===== src/rtl/ecpa_pkg.sv =====
// ============================================================================
// Module   : ecpa_pkg
// Brief    : Shared types and default sizes for the ECPA modular arithmetic units.
// Revision : 1.0
// ============================================================================
`default_nettype none

package ecpa_pkg;

    typedef enum logic [1:0] {
        IDLE = 2'd0,
        SUB  = 2'd1,
        ADD  = 2'd2
    } fsm_state_t;

    localparam int LIMB_W_DEF = 64;
    localparam int WIDTH_DEF  = 256;

endpackage

`default_nettype wire


===== src/rtl/limb_adder.sv =====
// ============================================================================
// Module   : limb_adder
// Brief    : Combinational LIMB_W-bit adder with carry-in and carry-out.
// Revision : 1.0
// ============================================================================
`default_nettype none

module limb_adder #(
    parameter int LIMB_W = 64
) (
    input  logic [LIMB_W-1:0] a,
    input  logic [LIMB_W-1:0] b,
    input  logic              ci,
    output logic [LIMB_W-1:0] s,
    output logic              co
);

    assign {co, s} = {1'b0, a} + {1'b0, b} + {{LIMB_W{1'b0}}, ci};

endmodule

`default_nettype wire


===== src/rtl/modular_subtraction.sv =====
// ============================================================================
// Module   : modular_subtraction
// Brief    : Limb-serial constant-time (A - B) mod p, subtract pass then
//            conditional add-back of p, fixed 2*N_LIMBS cycle latency.
// Revision : 1.0
// ============================================================================
`default_nettype none

module modular_subtraction
    import ecpa_pkg::*;
#(
    parameter int WIDTH  = WIDTH_DEF,
    parameter int LIMB_W = LIMB_W_DEF
) (
    input  logic             i_clk,
    input  logic             i_rst_n,
    input  logic             i_start,
    input  logic [WIDTH-1:0] A,
    input  logic [WIDTH-1:0] B,
    input  logic [WIDTH-1:0] p,
    output logic [WIDTH-1:0] result,
    output logic             done,
    output logic             busy
);

    localparam int N_LIMBS = WIDTH / LIMB_W;
    localparam int CNT_W   = (N_LIMBS > 1) ? $clog2(N_LIMBS) : 1;
    localparam logic [CNT_W-1:0] LAST_LIMB = CNT_W'(N_LIMBS - 1);

    fsm_state_t       state_q, state_d;
    logic [CNT_W-1:0] limb_cnt_q, limb_cnt_d;
    logic             carry_q, carry_d;
    logic             borrow_q, borrow_d;
    logic [WIDTH-1:0] a_q, a_d;
    logic [WIDTH-1:0] b_q, b_d;
    logic [WIDTH-1:0] p_q, p_d;
    logic [WIDTH-1:0] work_q, work_d;
    logic [WIDTH-1:0] result_q, result_d;
    logic             done_q, done_d;

    int               limb_lo;
    logic [LIMB_W-1:0] add_a, add_b, add_s;
    logic              add_co;

    assign limb_lo = int'(limb_cnt_q) * LIMB_W;

    // One shared carry chain: minuend/~subtrahend in SUB, work/masked p in ADD.
    always_comb begin
        add_a = a_q[limb_lo +: LIMB_W];
        add_b = ~b_q[limb_lo +: LIMB_W];
        if (state_q == ADD) begin
            add_a = work_q[limb_lo +: LIMB_W];
            add_b = p_q[limb_lo +: LIMB_W] & {LIMB_W{borrow_q}};
        end
    end

    limb_adder #(
        .LIMB_W (LIMB_W)
    ) u_limb_adder (
        .a  (add_a),
        .b  (add_b),
        .ci (carry_q),
        .s  (add_s),
        .co (add_co)
    );

    always_comb begin
        state_d    = state_q;
        limb_cnt_d = limb_cnt_q;
        carry_d    = carry_q;
        borrow_d   = borrow_q;
        a_d        = a_q;
        b_d        = b_q;
        p_d        = p_q;
        work_d     = work_q;
        result_d   = result_q;
        done_d     = 1'b0;

        case (state_q)
            IDLE: begin
                if (i_start) begin
                    a_d        = A;
                    b_d        = B;
                    p_d        = p;
                    limb_cnt_d = '0;
                    carry_d    = 1'b1;
                    state_d    = SUB;
                end
            end
            SUB: begin
                work_d[limb_lo +: LIMB_W] = add_s;
                carry_d    = add_co;
                limb_cnt_d = limb_cnt_q + CNT_W'(1);
                if (limb_cnt_q == LAST_LIMB) begin
                    // No carry out of A + ~B + 1 means A < B.
                    borrow_d   = ~add_co;
                    carry_d    = 1'b0;
                    limb_cnt_d = '0;
                    state_d    = ADD;
                end
            end
            ADD: begin
                work_d[limb_lo +: LIMB_W] = add_s;
                carry_d    = add_co;
                limb_cnt_d = limb_cnt_q + CNT_W'(1);
                if (limb_cnt_q == LAST_LIMB) begin
                    result_d   = work_d;
                    done_d     = 1'b1;
                    carry_d    = 1'b0;
                    limb_cnt_d = '0;
                    state_d    = IDLE;
                end
            end
            default: state_d = IDLE;
        endcase
    end

    always_ff @(posedge i_clk or negedge i_rst_n) begin
        if (!i_rst_n) begin
            state_q    <= IDLE;
            limb_cnt_q <= '0;
            carry_q    <= 1'b0;
            borrow_q   <= 1'b0;
            a_q        <= '0;
            b_q        <= '0;
            p_q        <= '0;
            work_q     <= '0;
            result_q   <= '0;
            done_q     <= 1'b0;
        end else begin
            state_q    <= state_d;
            limb_cnt_q <= limb_cnt_d;
            carry_q    <= carry_d;
            borrow_q   <= borrow_d;
            a_q        <= a_d;
            b_q        <= b_d;
            p_q        <= p_d;
            work_q     <= work_d;
            result_q   <= result_d;
            done_q     <= done_d;
        end
    end

    assign result = result_q;
    assign done   = done_q;
    assign busy   = (state_q != IDLE);

endmodule

`default_nettype wire


===== config.mk =====
export PLATFORM = sky130hd
export DESIGN_NAME = modular_subtraction
export DESIGN_NICKNAME = d
export VERILOG_FILES = /design/src/rtl/ecpa_pkg.sv /design/src/rtl/limb_adder.sv /design/src/rtl/modular_subtraction.sv
export SDC_FILE = /design/constraint.sdc
export NUM_CORES = 2
export LEC_CHECK = 0
export CAP_MARGIN = 20
export CORE_AREA = 2 2 405 407
export DETAILED_ROUTE_END_ITERATION = 6
export DIE_AREA = 0 0 407 409
export GPL_TIMING_DRIVEN = 0
export RECOVER_POWER = 25
export SLEW_MARGIN = 40
export SYNTH_ARGS = -nofsm -noshare
export SYNTH_HDL_FRONTEND = slang
export SYNTH_SLANG_ARGS = --single-unit

===== constraint.sdc =====
create_clock -name i_clk -period 11.6 [get_ports i_clk]
set_clock_uncertainty 0.05 [all_clocks]
set_input_delay 1.16 -clock i_clk [delete_from_list [all_inputs] [get_ports i_clk]]
set_output_delay 1.16 -clock i_clk [all_outputs]
set_load 0.01 [all_outputs]

Yosys cells after proc, flatten, opt, wreduce, memory -nomap -nowiden
Index checks and enable logic that the tools add are counted.
{"block": "op_classes", "add_sub_neg": 4, "n_div": 0, "multipliers": 0, "bitwise": 3, "order_cmp": 0, "mux": 15, "eq_ne": 6, "n_reduce_logical": 9, "shifts": 6}
{"operator": "$shiftx A256 B9 Y64", "n": 4}
{"operator": "$bwmux W256", "n": 1}
{"operator": "$shift A64 B33 Y256 const A", "n": 1}
{"operator": "$shiftx A64 B33 Y256", "n": 1}
{"operator": "$mux W64", "n": 2}
{"operator": "$add A64 B64 Y65", "n": 1}
{"operator": "$add A65 B1 Y65", "n": 1}
{"operator": "$and A64 B64 Y64", "n": 1}
{"operator": "$not A64 Y64", "n": 1}
{"operator": "$neg A8 Y33", "n": 1}
{"operator": "$mux W2", "n": 5}
{"operator": "$reduce_and A2 Y1", "n": 4}
{"operator": "$pmux W2 S3", "n": 1}
{"operator": "$eq A2 B2 Y1 const B", "n": 2}
{"operator": "$mux W1", "n": 4}
{"operator": "$ne A2 B2 Y1 const B", "n": 2}
{"operator": "$pmux W2 S2", "n": 1}
{"operator": "$reduce_bool A2 Y1", "n": 2}
{"operator": "$reduce_and A3 Y1", "n": 1}
{"operator": "$add A2 B1 Y2 const B", "n": 1}
{"operator": "$eq A2 B1 Y1 const B", "n": 1}
{"operator": "$logic_not A2 Y1", "n": 1}
{"operator": "$ne A2 B1 Y1 const B", "n": 1}
{"operator": "$pmux W1 S2", "n": 1}
{"operator": "other kinds (2)", "n": 2}
{"block": "word_totals", "ramBits": 0, "in_bits": 771, "latch_bits": 0, "rom_bits": 0, "mem_count": 0, "out_inout_bits": 258, "ff_bits": 1287, "elab_cells": 53}

Longest topological paths before layout
{"block": "depth", "ltp_word": 7, "ltp_mapped": 22, "mapped_depth_nobuf": 16}

By module
Synthesis repeated with hierarchy kept, for this count alone.
{"block": "unflattened", "cells_unflattened": 4745, "area_unflattened_um2": 61607.8}
{"module": "modular_subtraction", "area_per_inst_um2": 57851.7, "seq_area_each_um2": 32205.9, "n_inst": 1, "cells_each": 4208}
{"module": "limb_adder", "area_per_inst_um2": 3756.1, "seq_area_each_um2": 0.0, "n_inst": 1, "cells_each": 537}

Worst setup path before layout
OpenSTA, ideal clock, no wires.
{"block": "synth_path", "path_kind": "register to register", "from": "reg limb_cnt_q[0]", "to": "reg work_q[250]", "path_stages_with_launch": 19, "required_ns": 11.428, "setup_ns": 0.122, "arrival_time_ns": 5.098, "path_buffers": 4, "path_slack_ns": 6.331, "period_less_slack_ns": 5.269, "cell_sequence": "dfrtp_1 clkbuf_1 clkbuf_1 buf_1 clkbuf_1 mux4_2 mux2i_1 fa_1 inv_1 fa_1 a21o_1 a221oi_2 nor3_1 o21bai_1 a21oi_2 a2111oi_4 nor4_4 or3_1 a32o_1"}
{"block": "synth_via", "elab_chain_cells": 7, "word_cells_on_any_way": 14, "classes_between": "3 x add/sub; 6 x shift; 3 x mux; 2 x bitwise"}
{"item": "start, declared", "line_no": "modular_subtraction.sv:31", "rtl": "logic [CNT_W-1:0] limb_cnt_q, limb_cnt_d;"}
{"item": "start signal, assigned", "line_no": "modular_subtraction.sv:132", "rtl": "limb_cnt_q <= limb_cnt_d;"}
{"item": "$shiftx A256 B9 Y64, on equally long branches", "line_no": "modular_subtraction.sv:53, modular_subtraction.sv:50"}
{"item": "$and A64 B64 Y64 or $not A64 Y64 (tied branches)", "line_no": "modular_subtraction.sv:53, modular_subtraction.sv:50"}
{"item": "$mux W64", "line_no": "modular_subtraction.sv:51", "rtl": "if (state_q == ADD) begin"}
{"item": "$add A64 B64 Y65", "line_no": "limb_adder.sv:18", "rtl": "assign {co, s} = {1'b0, a} + {1'b0, b} + {{LIMB_W{1'b0}}, ci};"}
{"item": "$add A65 B1 Y65", "line_no": "limb_adder.sv:18"}
{"item": "$shiftx A64 B33 Y256", "line_no": "modular_subtraction.sv:91, modular_subtraction.sv:103"}
{"item": "$bwmux W256 *", "line_no": "modular_subtraction.sv:91, modular_subtraction.sv:103"}
{"item": "end signal, assigned", "line_no": "modular_subtraction.sv:138", "rtl": "work_q <= work_d;"}
{"item": "end, declared", "line_no": "modular_subtraction.sv:37", "rtl": "logic [WIDTH-1:0] work_q, work_d;"}
Mark *: on every way between the ends. The rest lies on a longest branch, timed or not.
A chain may end at the register's enable or synchronous reset.

==> insert_results.sql <==
INSERT INTO impl_metrics (metric_group, metric, value, unit) VALUES
('min_path', 'min-delay-start', 'result[61]', ''),
('sta', 'worstMarginPinSlew', '5620', 'ps'),
('grt', 'grt_max_degree', '107', ''),
('detailed_routing', 'router_iterations_before_antenna_repair', '7', ''),
('cts', 'cts_hold_repair.buffers', '0', ''),
('sta', 'grt_setup_unrepaired', 'no', ''),
('power_and_ir_drop', 'max_ir_drop_vdd', '283', 'uV'),
('detailed_routing', 'via_count', '48700', ''),
('floorplanning', 'floorplan.die_area', '166000', 'sq um'),
('sta', 'timing.final.crit_share', '70.2', '%'),
('critical_path', 'worstSetupEndpointType', 'asynchronous set/reset pin', ''),
('floorplanning', 'die_height', '409', 'um'),
('sta', 'max_freq', '123', 'MHz'),
('cts', 'clk_transition_reported_paths', '60', 'ps'),
('power_and_ir_drop', 'p_sw', '0.0136', 'W'),
('floorplanning', 'io_pins', '1029', ''),
('detailed_routing', 'final_antenna_net_count', '0', ''),
('yosys', 'synth_top_cell_by_area', 'dfrtp_1', ''),
('final_layout', 'final_net_count', '6856', ''),
('yosys', 'flip_flop_and_latch_count_after_synthesis', '1287', ''),
('power_and_ir_drop', 'p_total', '0.0291', 'W'),
('detailed_routing', 'post_route_drc_violation_count', '0', ''),
('final_layout', 'area_grow_syn2layout', '31.5', '%'),
('cts', 'tritoncts', 'done', ''),
('yosys', 'synth_top_cell_area_share', '53.0', '%'),
('critical_path', 'slowest_delay', '4050', 'ps'),
('critical_path', 'worst_path_cell_with_the_longest_stage_delay', 'clkbuf_1', ''),
('placed_design', 'dp_cells', '8031', ''),
('sta', 'finalWorstPathRequiredPeriod', '8140', 'ps'),
('sta', 'final-hold-violation-count', '0', ''),
('critical_path', 'worst-path-buf-inv', '2', ''),
('cts', 'ctsLongestPathBuffers', '3', ''),
('cts', 'number_of_levels_in_the_clock_h_tree', '4', ''),
('yosys', 'ys_warn_count', '0', ''),
('cts', 'clock_sinks', '1287', ''),
('sta', 'timing.final.setup_violations', '0', ''),
('cts', 'clock_insertion_delay_worst_skew', '800', 'ps'),
('detailed_routing', 'number_of_drc_markers_in_iteration_0', '4630', ''),
('critical_path', 'worst_path_arrival_time', '7620', 'ps'),
('grt', 'antenna_violations_before_repair', '101', ''),
('placed_design', 'pre_cts_slack', '4030', 'ps'),
('floorplanning', 'rows', '148', ''),
('yosys', 'post_synth_inst_count', '4799', ''),
('min_path', 'hold_path_class', 'register to register', ''),
('yosys', 'post_synth_main_area_contributors', 'dfrtp_1 (53%), mux2_2 (14%), mux4_2 (9.5%), a22o_1 (3.0%), nand2_1 (2.8%)', ''),
('grt', 'first_global_vias', '49500', ''),
('critical_path', 'worstPathCellList', 'clkbuf_1, clkbuf_1', ''),
('power_and_ir_drop', 'logic_pwr_share', '56.5', '%'),
('yosys', 'synth_cell_types', '78', ''),
('floorplanning', 'effective_utilization_at_floorplan', '37.5', '%'),
('outcome', 'failed_checks', 'max-capacitance violations, max-slew violations', ''),
('critical_path', 'delay_heaviest_family_cp', 'buffers and inverters', ''),
('yosys', 'syn_area_per_cell', '12.7', 'sq um'),
('power_and_ir_drop', 'share_seq_of_total_power', '26.7', '%'),
('power_and_ir_drop', 'power_leakage', '33.8', 'nW'),
('outcome', 'run_status', 'finished with violations', ''),
('sta', 'maxSlewHeadroom', '-275', '%'),
('placed_design', 'hpwlAfterDp', '221000', 'um'),
('flow_run', 'max_cap_viol_count', '4', ''),
('critical_path', 'critPathLaunchType', 'input port', ''),
('yosys', 'yosysSeqAreaShare', '53.0', '%'),
('final_layout', 'layout-drive-gt1-share', '24.2', '%'),
('sta', 'setup-tns-final', '0', 'ps'),
('cts', 'post_cts.repair.setup_buffers', '0', ''),
('power_and_ir_drop', 'sw_frac_of_total', '46.9', '%'),
('floorplanning', 'die_x', '407', 'um'),
('sta', 'final-max-slew-violation-count', '332', ''),
('critical_path', 'critical-path-top-cell-by-count', 'clkbuf_1', ''),
('critical_path', 'critical_path_cell_count', '2', ''),
('yosys', 'synth_nets', '5644', ''),
('min_path', 'holdPathStages', '2', '');
cell type report:
type	count	area [sq um]
antenna	41	103
buffer	365	1530
clock buffer	221	4420
clock inverter	53	671
fill	14600	82200
inverter	24	90.1
multi-input combinational	3123	27200
sequential	1287	32200
tap	2175	2720
timing repair buffer	1059	10900
metal layers:
metal / part of all wire (%) / global-route usage [%] / up-vias
met5: 0.19 / 0.117 / -
met4: 4.5 / 13.6 / 84
met3: 9.2 / 9.47 / 568
met2: 47 / 53.0 / 2461
met1: 39 / 42.1 / 25300
li1: - / - / 20300
logic make-up after synthesis:
| kind of cell | Yosys count | share of synthesized area (%) |
|---|---|---|
| flops | 1287 | 53.0 |
| mux | 1048 | 24.1 |
| simple gates | 1042 | 7.33 |
| compound gates | 908 | 10.8 |
| buf+inv | 389 | 2.45 |
| fa+ha+maj | 74 | 1.55 |
| xor+xnor | 51 | 0.748 |
worst paths after layout:
check | to | slack [ps]
max reg2reg | work_q[55] | 4160
min | result[61] | 440
min in group asynchronous | result[148] | 1380
max | a_q[249] | 3460
min reg2reg | result[61] | 440
max in group i_clk | work_q[55] | 4160
stage by stage:
| stage | hold WS (ps) | instance area [sq um] | utilization [%] |
|---|---|---|---|
| 6_report | 438 | 79900 | 49.3 |
| 3_5_place_dp | 425 | 74600 | 46.0 |
| 2_1_floorplan | 391 | 60700 | - |
| 5_1_grt | 460 | 79800 | 49.3 |
| 3_3_place_gp | 419 | 73700 | 45.5 |
| 4_1_cts | 183 | 79700 | 49.2 |
sequential cells by signal (all words and copies together), names as in the netlist:
register,cells
borrow_q,1
limb_cnt_q,2
a_q,256
result,256
state_q,2
b_q,256
p_q,256
carry_q,1
done,1
work_q,256
layout by cell type, fill, tap and decap left out, drive strengths merged, types with 40 or more instances in the layout:
cell and count:
a21oi 148, mux2 769, diode 41, ha 72, a22o 209, mux4 256
dfrtp 1287, nor3 40, nand2 448, clkbuf 530, nor2 369, o21ai 228
a221oi 156, clkdlybuf4s50 1027, and3 75, a21o 41, buf 88
power by group through the flow:
stage	clock network, W	registers [W]	logic (W)
floorplan	0	0.00717	0.00999
global placement	0	0.00781	0.0155
detailed placement	0	0.00777	0.0159
CTS	0.00496	0.00771	0.0159
global route	0.00515	0.00791	0.0174
finish	0.00491	0.00776	0.0164
(Power assumes the default switching activity.)
